--- src/rtl/timer_pkg.sv ---
// -----------------------------------------------------------------------------
// timer_pkg
//   Shared definitions for the bus-mapped down-counting timer:
//   - timer_state_t : FSM state encoding (IDLE/LOAD/CNT/INT)
//   - timer_addr_t  : word addresses on the bridge bus (Addr = bus bits [3:2])
//   - timer_mode_t  : CTRL.Mode codes (only RELOAD auto-restarts)
//   - CTRL_* bit positions
// -----------------------------------------------------------------------------
package timer_pkg;

  typedef enum logic [1:0] {
    ST_IDLE = 2'd0,
    ST_LOAD = 2'd1,
    ST_CNT  = 2'd2,
    ST_INT  = 2'd3
  } timer_state_t;

  typedef enum logic [1:0] {
    ADDR_CTRL   = 2'd0,
    ADDR_PRESET = 2'd1,
    ADDR_COUNT  = 2'd2,
    ADDR_RSVD   = 2'd3
  } timer_addr_t;

  // Mode 0 is the one-shot level interrupt; 2 and 3 behave like mode 0.
  typedef enum logic [1:0] {
    MODE_ONESHOT = 2'd0,
    MODE_RELOAD  = 2'd1,
    MODE_ALT2    = 2'd2,
    MODE_ALT3    = 2'd3
  } timer_mode_t;

  localparam int CTRL_EN_BIT   = 0;
  localparam int CTRL_MODE_LSB = 1;
  localparam int CTRL_MODE_MSB = 2;
  localparam int CTRL_IM_BIT   = 3;

  // True when terminal count should reload and pulse instead of stopping.
  function automatic logic is_reload(input timer_mode_t mode);
    return (mode == MODE_RELOAD);
  endfunction

endpackage

--- src/rtl/timer_prescaler.sv ---
// -----------------------------------------------------------------------------
// timer_prescaler
//   Count-tick generator: o_tick is high for one cycle every PRESCALE cycles
//   while i_en is high. i_clear restarts the divider at 0.
//   Ports:
//     i_clk    : clock, rising edge
//     i_rst_n  : asynchronous active-low reset
//     i_clear  : synchronous restart of the divider
//     i_en     : divider advances only while high
//     o_tick   : one-cycle tick (combinational from the divider register)
//   Parameter PRESCALE (>=1): cycles per tick.
// -----------------------------------------------------------------------------
module timer_prescaler #(
  parameter int PRESCALE = 4
) (
  input  logic i_clk,
  input  logic i_rst_n,
  input  logic i_clear,
  input  logic i_en,
  output logic o_tick
);

  localparam int W = (PRESCALE > 1) ? $clog2(PRESCALE) : 1;
  localparam logic [W-1:0] LAST = W'(PRESCALE - 1);

  logic [W-1:0] r_cnt;

  always_ff @(posedge i_clk or negedge i_rst_n) begin
    if (!i_rst_n) begin
      r_cnt <= '0;
    end else if (i_clear) begin
      r_cnt <= '0;
    end else if (i_en) begin
      r_cnt <= (r_cnt == LAST) ? '0 : r_cnt + W'(1);
    end
  end

  // Tick on the last divider phase, so the first tick after a clear lands
  // PRESCALE enabled cycles later.
  assign o_tick = i_en && (r_cnt == LAST);

endmodule

--- src/rtl/timer_device.sv ---
// -----------------------------------------------------------------------------
// timer_device
//   Programmable 32-bit down-counting timer on the bridge bus. Its interrupt
//   feeds one bit of CP0 HWInt[5:0].
//   Register map (word address = Addr):
//     0 CTRL   R/W  bit0 Enable, bits[2:1] Mode, bit3 IM; bits[31:4] read 0
//     1 PRESET R/W  32-bit reload value
//     2 COUNT  RO   current count (writes ignored)
//     3 -      reads 0, writes ignored
//   Ports:
//     Clock       : single clock, rising edge
//     Reset       : asynchronous, active-low
//     Addr[1:0]   : word select
//     WE          : write enable for the selected register
//     WD[31:0]    : write data
//     RD[31:0]    : combinational read data for Addr
//     IRQ         : irq_flag & IM, both operands are flops
//     o_dbg_state : current FSM state (timer_pkg::timer_state_t encoding)
//   Configuration macro: TIMER_PRESCALE_EN. When defined, the count ticks once
//   every PRESCALE cycles in CNT via timer_prescaler; otherwise every cycle.
//
//   Bus handshake: a write is a single-cycle strobe -- the selected register
//   captures WD on the rising edge where WE=1; there is no ready/stall, and a
//   read is a purely combinational decode of Addr with no side effects.
// -----------------------------------------------------------------------------
module timer_device
  import timer_pkg::*;
#(
  parameter int PRESCALE = 4
) (
  input  logic        Clock,
  input  logic        Reset,
  input  logic [1:0]  Addr,
  input  logic        WE,
  input  logic [31:0] WD,
  output logic [31:0] RD,
  output logic        IRQ,
  output logic [1:0]  o_dbg_state
);

  // Register file
  logic         r_ctrl_en;
  timer_mode_t  r_ctrl_mode;
  logic         r_ctrl_im;
  logic [31:0]  r_preset;

  // FSM state and datapath
  timer_state_t r_state;
  logic [31:0]  r_count;
  logic         r_irq_flag;

  logic w_wr_ctrl;
  logic w_wr_preset;
  logic w_irq_clr;
  logic w_tick;

  assign w_wr_ctrl   = WE && (Addr == ADDR_CTRL);
  assign w_wr_preset = WE && (Addr == ADDR_PRESET);

  // A held (mode 0) flag is acknowledged by any CTRL/PRESET write; a reload
  // pulse drops by itself one cycle after it was raised.
  assign w_irq_clr = w_wr_ctrl || w_wr_preset ||
                     (r_irq_flag && is_reload(r_ctrl_mode));

`ifdef TIMER_PRESCALE_EN
  logic w_pre_clear;
  logic w_pre_en;

  assign w_pre_clear = (r_state == ST_LOAD);
  assign w_pre_en    = (r_state == ST_CNT);

  timer_prescaler #(
    .PRESCALE (PRESCALE)
  ) u_prescaler (
    .i_clk   (Clock),
    .i_rst_n (Reset),
    .i_clear (w_pre_clear),
    .i_en    (w_pre_en),
    .o_tick  (w_tick)
  );
`else
  // Without the prescaler every CNT cycle is a tick; PRESCALE has no effect.
  assign w_tick = (PRESCALE > 0) || 1'b1;
`endif

  // ---------------------------------------------------------------------------
  // Bus-visible registers. A CTRL write in the same cycle the FSM would clear
  // Enable takes priority, so software never loses its own write.
  // ---------------------------------------------------------------------------
  always_ff @(posedge Clock or negedge Reset) begin
    if (!Reset) begin
      r_ctrl_en   <= 1'b0;
      r_ctrl_mode <= MODE_ONESHOT;
      r_ctrl_im   <= 1'b0;
      r_preset    <= '0;
    end else begin
      if (w_wr_ctrl) begin
        r_ctrl_en   <= WD[CTRL_EN_BIT];
        r_ctrl_mode <= timer_mode_t'(WD[CTRL_MODE_MSB:CTRL_MODE_LSB]);
        r_ctrl_im   <= WD[CTRL_IM_BIT];
      end else if ((r_state == ST_INT) && !is_reload(r_ctrl_mode)) begin
        r_ctrl_en <= 1'b0;
      end

      if (w_wr_preset) begin
        r_preset <= WD;
      end
    end
  end

  // ---------------------------------------------------------------------------
  // Control FSM. COUNT only changes in LOAD (reload) and CNT (decrement), so a
  // PRESET write mid-count takes effect at the next LOAD.
  // ---------------------------------------------------------------------------
  always_ff @(posedge Clock or negedge Reset) begin
    if (!Reset) begin
      r_state    <= ST_IDLE;
      r_count    <= '0;
      r_irq_flag <= 1'b0;
    end else begin
      if (w_irq_clr) begin
        r_irq_flag <= 1'b0;
      end

      case (r_state)
        ST_IDLE: begin
          if (r_ctrl_en) begin
            r_state <= ST_LOAD;
          end
        end

        ST_LOAD: begin
          r_count <= r_preset;
          r_state <= ST_CNT;
        end

        ST_CNT: begin
          if (!r_ctrl_en) begin
            r_state <= ST_IDLE;
          end else if (r_count == 32'd0) begin
            // PRESET=0 lands here straight from LOAD; no underflow.
            r_state <= ST_INT;
          end else if (w_tick) begin
            r_count <= r_count - 32'd1;
            if (r_count == 32'd1) begin
              r_state <= ST_INT;
            end
          end
        end

        ST_INT: begin
          // Setting the flag here overrides a same-cycle clear request.
          r_irq_flag <= 1'b1;
          r_state    <= is_reload(r_ctrl_mode) ? ST_LOAD : ST_IDLE;
        end

        default: begin
          r_state <= ST_IDLE;
        end
      endcase
    end
  end

  // ---------------------------------------------------------------------------
  // Read mux and outputs
  // ---------------------------------------------------------------------------
  always_comb begin
    RD = '0;
    case (Addr)
      ADDR_CTRL:   RD = {28'd0, r_ctrl_im, r_ctrl_mode, r_ctrl_en};
      ADDR_PRESET: RD = r_preset;
      ADDR_COUNT:  RD = r_count;
      ADDR_RSVD:   RD = '0;
      default:     RD = '0;
    endcase
  end

  assign IRQ         = r_irq_flag & r_ctrl_im;
  assign o_dbg_state = r_state;

endmodule

--- config.mk ---
export PLATFORM = sky130hd
export DESIGN_NAME = timer_device
export DESIGN_NICKNAME = d
export VERILOG_FILES = /design/src/rtl/timer_pkg.sv /design/src/rtl/timer_prescaler.sv /design/src/rtl/timer_device.sv
export SDC_FILE = /design/constraint.sdc
export NUM_CORES = 1
export LEC_CHECK = 0
export BUFFER_PORTS_ARGS = -buffer_cell sky130_fd_sc_hd__buf_4
export CORE_MARGIN = 4
export CORE_UTILIZATION = 56
export CTS_CLUSTER_SIZE = 28
export DETAILED_ROUTE_END_ITERATION = 7
export GPL_ROUTABILITY_DRIVEN = 0
export PLACE_DENSITY = 0.8
export SYNTH_ARGS = -nofsm -noshare
export SYNTH_HDL_FRONTEND = slang
export SYNTH_HIERARCHICAL = 1
export SYNTH_SLANG_ARGS = --single-unit
--- constraint.sdc ---
create_clock -name Clock -period 3.2 [get_ports Clock]
set_clock_uncertainty 0.05 [all_clocks]
set_input_delay 0.64 -clock Clock [delete_from_list [all_inputs] [get_ports Clock]]
set_output_delay 0.64 -clock Clock [all_outputs]
set_load 0.05 [all_outputs]
* Word level (Yosys, flattened, before mapping) *
Cells that the tools add are included.

word-level totals
  register bits after elaboration = 71
  input port bits = 37
  output and inout bits = 35
  logic and storage cells = 50

cells by class
  add/subtract/negate cells = 1
  equality and inequality tests = 12
  multiplexer cells = 14
  bitwise operators = 1
  reduce and logical (&&, ||, !) cells = 15

operator list
  cell                                                   count
  case mux 32 bit (4 select lines)                       1
  two-way mux 32 bit                                     2
  case mux 32 bit (2 select lines)                       1
  equality test 32 x 1 -> 1 bit (second input constant)  1
  logical NOT 32 bit                                     1
  subtractor 32 x 1 -> 32 bit (second input constant)    1
  equality test 2 bit (second input constant)            4
  two-way mux 2 bit                                      4
  case mux 2 bit (4 select lines)                        1
  equality test 2 x 1 -> 1 bit (second input constant)   3
  inequality test 2 bit (second input constant)          3
  nonzero test 2 bit                                     3
  two-way mux 1 bit                                      5
  logical AND 1 bit                                      4
  logical NOT 2 bit                                      2
  inequality test 4 bit (second input constant)          1
  AND reduction 3 bit                                    1
  logical OR 1 bit                                       2
  AND reduction 2 bit                                    1
  bitwise AND 1 bit                                      1
  logical NOT 1 bit                                      1

* Logic depth before layout (Yosys ltp) *
  depth after elaboration = 6
  gate-level depth with buffers = 8
  depth with buffers taken out = 7

* Worst setup path before layout *
OpenSTA, ideal clock, no wires.

  kind = input to output
  from = in Addr[1]
  to = out RD[11]
  data arrival time = 2.097 ns
  data required time = 2.510 ns
  path slack = 0.413 ns
  cell stages on the path = 5
  buffers on the path = 3
  cells stage by stage = clkbuf_1 nor2b_1 clkbuf_1 buf_1 a22o_1

between the ends
  cells in the longest elaborated chain, start to end = 2
  elaborated cells on any way between the ends = 5
  classes of those cells = eq/ne: 3; mux: 1; reduce/logical: 1

RTL lines
  item                                         line                 text
  from (decl)                                  timer_device.sv:33   input logic [1:0] Addr,
  equality test 2 bit (tied with other cells)  timer_device.sv:169  case (Addr)
  case mux 32 bit (4 select lines) *           timer_device.sv:169
  to (decl)                                    timer_device.sv:36   output logic [31:0] RD,

Mark *: on every way between the ends. The rest lies on a longest branch, timed or not.

* Final worst setup path *
  from = reg r_count[0]
  to = reg r_count[30]

between the ends
  cells in the longest elaborated chain, start to end = 4
  elaborated cells on any way between the ends = 7
  classes of those cells = add/sub: 1; eq/ne: 1; mux: 3; reduce/logical: 2

RTL lines
  item                              line                 text
  from (decl)                       timer_device.sv:49   logic [31:0] r_count;
  from (signal assigned)            timer_device.sv:133  r_count <= r_preset;
  from (signal assigned)            timer_device.sv:144  r_count <= r_count - 32'd1;
  subtractor 32 x 1 -> 32 bit       timer_device.sv:144
  two-way mux 32 bit                timer_device.sv:140  end else if (r_count == 32'd0) begin
  two-way mux 32 bit                timer_device.sv:138  if (!r_ctrl_en) begin
  case mux 32 bit (2 select lines)  timer_device.sv:125  case (r_state)

Parallel ways exist; a longest one is shown, timed or not. The select of a mux whose other input is x is not followed.
A chain may end at the register's enable or synchronous reset.

==> results.md <==
- The flow ran to the end, and the final reports show no timing, DRC or antenna violations.
- In the final routed layout, each cell accounts on average for 18.1 um.
- Yosys printed 6 warnings.
- The H-tree generated during clock tree synthesis spans 3 levels.
- Once layout is complete, the cells apart from fillers number 576.
- The number of global-route vias before repair is 3551.
- The part of the cycle the worst path needs is 89.0%.
- The number of antenna diodes in the final layout is 0.
- The number of placed instances with taps included is 561.
- After legalization and detailed placement, the total HPWL measured 7180 um.
- The biggest area contributor in the post-synthesis netlist is dfrtp_1.
- In this run the deepest clock path goes through 2 buffers.
- After synthesis, the largest area contributor takes up 43.9% of total cell area.
- The number of remaining DRC errors is 0.
- Setup repair after global routing left no endpoint under its margin.
- dfrtp_1 is the most common cell in the netlist.
- The kind of critical path is reg -> reg.
- In the synthesized netlist the dominant register cell turns out to be dfrtp_1.
- Global routing used 32.1% of the available met1 tracks.
- In the routed layout, each cell is associated on average with a via count of 6.36.
- Measured against its own limit, the worst slew margin works out to 39.5%.
- In the global route stage, met2 resource usage came out at 41.7%.
- The async set-or-reset flop fraction in the synthesized netlist is 100%.
- Static timing analysis puts the maximum clock frequency at 0.351 GHz.
- Synthesis produced a netlist with a net count of 447.
- Along the worst path, the maximum fanout reaches 5.
- Once the clock tree was built, the setup fixing pass inserted 0 buffers.
- Of the synthesized area, sequential elements account for 43.9%.
- For the finished layout, the period the worst path requires is 2.85 ns.
- After synthesis the cells add up to 0.00405 mm^2.
- The number of endpoints with negative hold slack in the final report came to 0.
- The leakage component of the power is 2.07 nW.
- Across all register-to-register paths, the minimum setup slack is 0.35 ns.
- Global routing used 24.7% of the available tracks.
- Buffers inserted to repair hold after CTS numbered 0.
- The final wirelength is 10400 um.
- The TritonCTS clock tree is done.
- The initial antenna violation count was 0.
- At the later pin of the worst-skew pair, clock insertion delay measures 0.34 ns.
- Once the clock tree was built, the resizer swapped 0 gates to a different size.
- After layout, the worst setup slack is 0.353 ns.
- The total global routing overflow is 0.
- The number of enable-type register cells in the synthesized netlist is 0.
- The number of detailed-route iterations in the first pass is 4.
- The first routing iteration left 203 violations.
- The final number of max-transition violations was 0.
- The setup violation total in the final timing report is 0.
- Input and output buffers added on the ports amount to 71.
- The area growth from synthesis to final layout is 20.0%.
- The reg-to-reg critical path endpoint is r_count[30].
- Timing analysis after detailed placement gives a worst setup slack of 0.423 ns.
- The area of the core is 0.00691 mm^2.
- The number of distinct standard cells referenced by the synthesized netlist is 53.
- Counting cells, the worst reg-to-reg path comes to 7.
- At the worst endpoint, the required time is 3.38 ns.
- The worst setup path is captured at a register.
- The gate count after technology mapping is 408.
- The number of nets in the finished design is 515.
- In this run the critical register-to-register path is launched from r_count[0].
- Clock-pin slew was measured on the worst setup and hold paths at 0.07 ns.
- The mean post-synth cell area is 9.91 um^2.
- For this run, global-route usage on met3 was measured as 5.07%.
- The filler cells instantiated in the layout total 580.
- The die is 93.0 um tall.
- The power per standard cell area is 849 mW/mm^2.
- The via count is 3661.
- The commonest cells after synthesis are dfrtp_1 (71), mux2_2 (35), a22o_1 (29), nand2_1 (29), o21ai_0 (28).
- 72 I/O pins were placed.
- The clock root buffer is clkbuf_8.
- Yosys attributes the largest share of cell area to dfrtp_1 (44%), mux2_2 (9.7%), a22o_1 (6.3%).
- The fraction of final layout cells with drive strength greater than 1 is 30.6%.
- The floorplan step set the die width to 93.0 um.
- Setup total negative slack on the finished layout was measured at 0 ns.
- The worst voltage drop across the vdd grid is 0.000491 V.
- The slew at the pin closest to its max-slew limit is 0.908 ns.
- On the final layout, the worst hold slack is 0.377 ns.
- The cell row count is 30.
- The largest net degree at the start of global routing is 72.
- The starting utilization of the core area is 58.6%.
- The number of clock sinks is 71.
- The number of maximum-capacitance violations is 0.
- The synthesized design contains 71 register bits.
- The wire length of the first global-routing pass is 17300 um.
- The class of the tightest hold or removal check is in -> async.
- The floorplan die area is 0.00865 mm^2.
- The antenna violation net count after detailed routing is 0.
- The worst setup path is launched from a register.
- The number of buffers created by CTS is 9.
- At the worst endpoint, the arrival time is 3.02 ns.
- The most crowded layer after global routing is met2.
## cells by family after synthesis
group,share of synthesized area (%)
AO/OA/AOI/OAI,23.2
adder cells (fa/ha/maj),0.619
buffers and inverters,3.65
flip-flops,43.9
multiplexers,11.0
AND/OR/NAND/NOR,17.7
## layer usage
metal,vias up,share of wire (%),routed length (um)
li1,1693,-,-
met3,15,6.6,683
met1,1792,42,4350
met5,-,0,0
met4,0,1.2,128
met2,161,50,5240
## sequential cells by signal, indices dropped and copies added, names as in the netlist
signal / flops
r_count: 32
r_preset: 32
o_dbg_state: 2
r_ctrl_mode: 2
r_ctrl_en: 1
r_ctrl_im: 1
r_irq_flag: 1
## power breakdown
part	internal [mW]	switching (mW)	total (mW)
Clock	0.295	0.331	0.626
Combinational	0.756	1.10	1.86
Sequential	1.20	0.437	1.64
## how the worst max path moves through the flow
stage / startpoint / depth (start not counted) / end / slack, ns
after detailed placement: r_count[0] / 7 / r_count[30] / 0.42
after CTS: r_count[0] / 7 / r_count[30] / 0.40
after global routing: r_count[0] / 7 / r_count[30] / 0.27
after floorplan: Addr[1] / 5 / RD[11] / 0.41
final: r_count[0] / 7 / r_count[30] / 0.35
after global placement: r_count[0] / 7 / r_count[30] / 0.51
## area by class of cell
type	count	area [um^2]	area share (%)
Inverter	5	18.8	0.387
Tap cell	96	120	2.47
Clock inverter	4	22.5	0.464
Clock buffer	11	141	2.91
Sequential cell	71	1780	36.6
Multi-Input combinational cell	303	2130	43.9
Timing Repair Buffer	86	646	13.3
## worst max-delay path, cell delays in order, from the launching register on
cell and delay, ns:
dfrtp_1 0.43, inv_1 0.12, ha_1 0.25, or3b_2 0.52, or3_4 0.42, or3_1 0.39
o311a_1 0.30, a221o_1 0.26
## placed cells by master, fill, tap and decap left out, drive strengths merged, types with 6 or more instances in the layout
| master | synthesis | final |
|---|---|---|
| a2bb2oi | 9 | 9 |
| nor2 | 24 | 24 |
| nor4 | 10 | 10 |
| clkbuf | 18 | 11 |
| dfrtp | 71 | 71 |
| or3 | 6 | 6 |
| o22a | 6 | 6 |
| buf | 11 | 86 |
| a22o | 30 | 30 |
| nor3 | 12 | 12 |
| mux2 | 35 | 35 |
| nand3 | 11 | 11 |
| o22ai | 9 | 9 |
| or4 | 8 | 8 |
| nand2 | 29 | 29 |
| o21ai | 28 | 28 |
| a21oi | 22 | 22 |
## per-stage QoR
| stage | area (um^2) | total power, mW | util (%) |
|---|---|---|---|
| finish | 4850 | 4.12 | 70.3 |
| global route | 4850 | 4.39 | 70.3 |
| CTS | 4850 | 4.11 | 70.3 |
| detailed placement | 4690 | 3.48 | 67.9 |
| global placement | 4690 | 3.40 | 67.9 |
| floorplan | 4050 | 2.94 | - |
(Power assumes the default switching activity.)
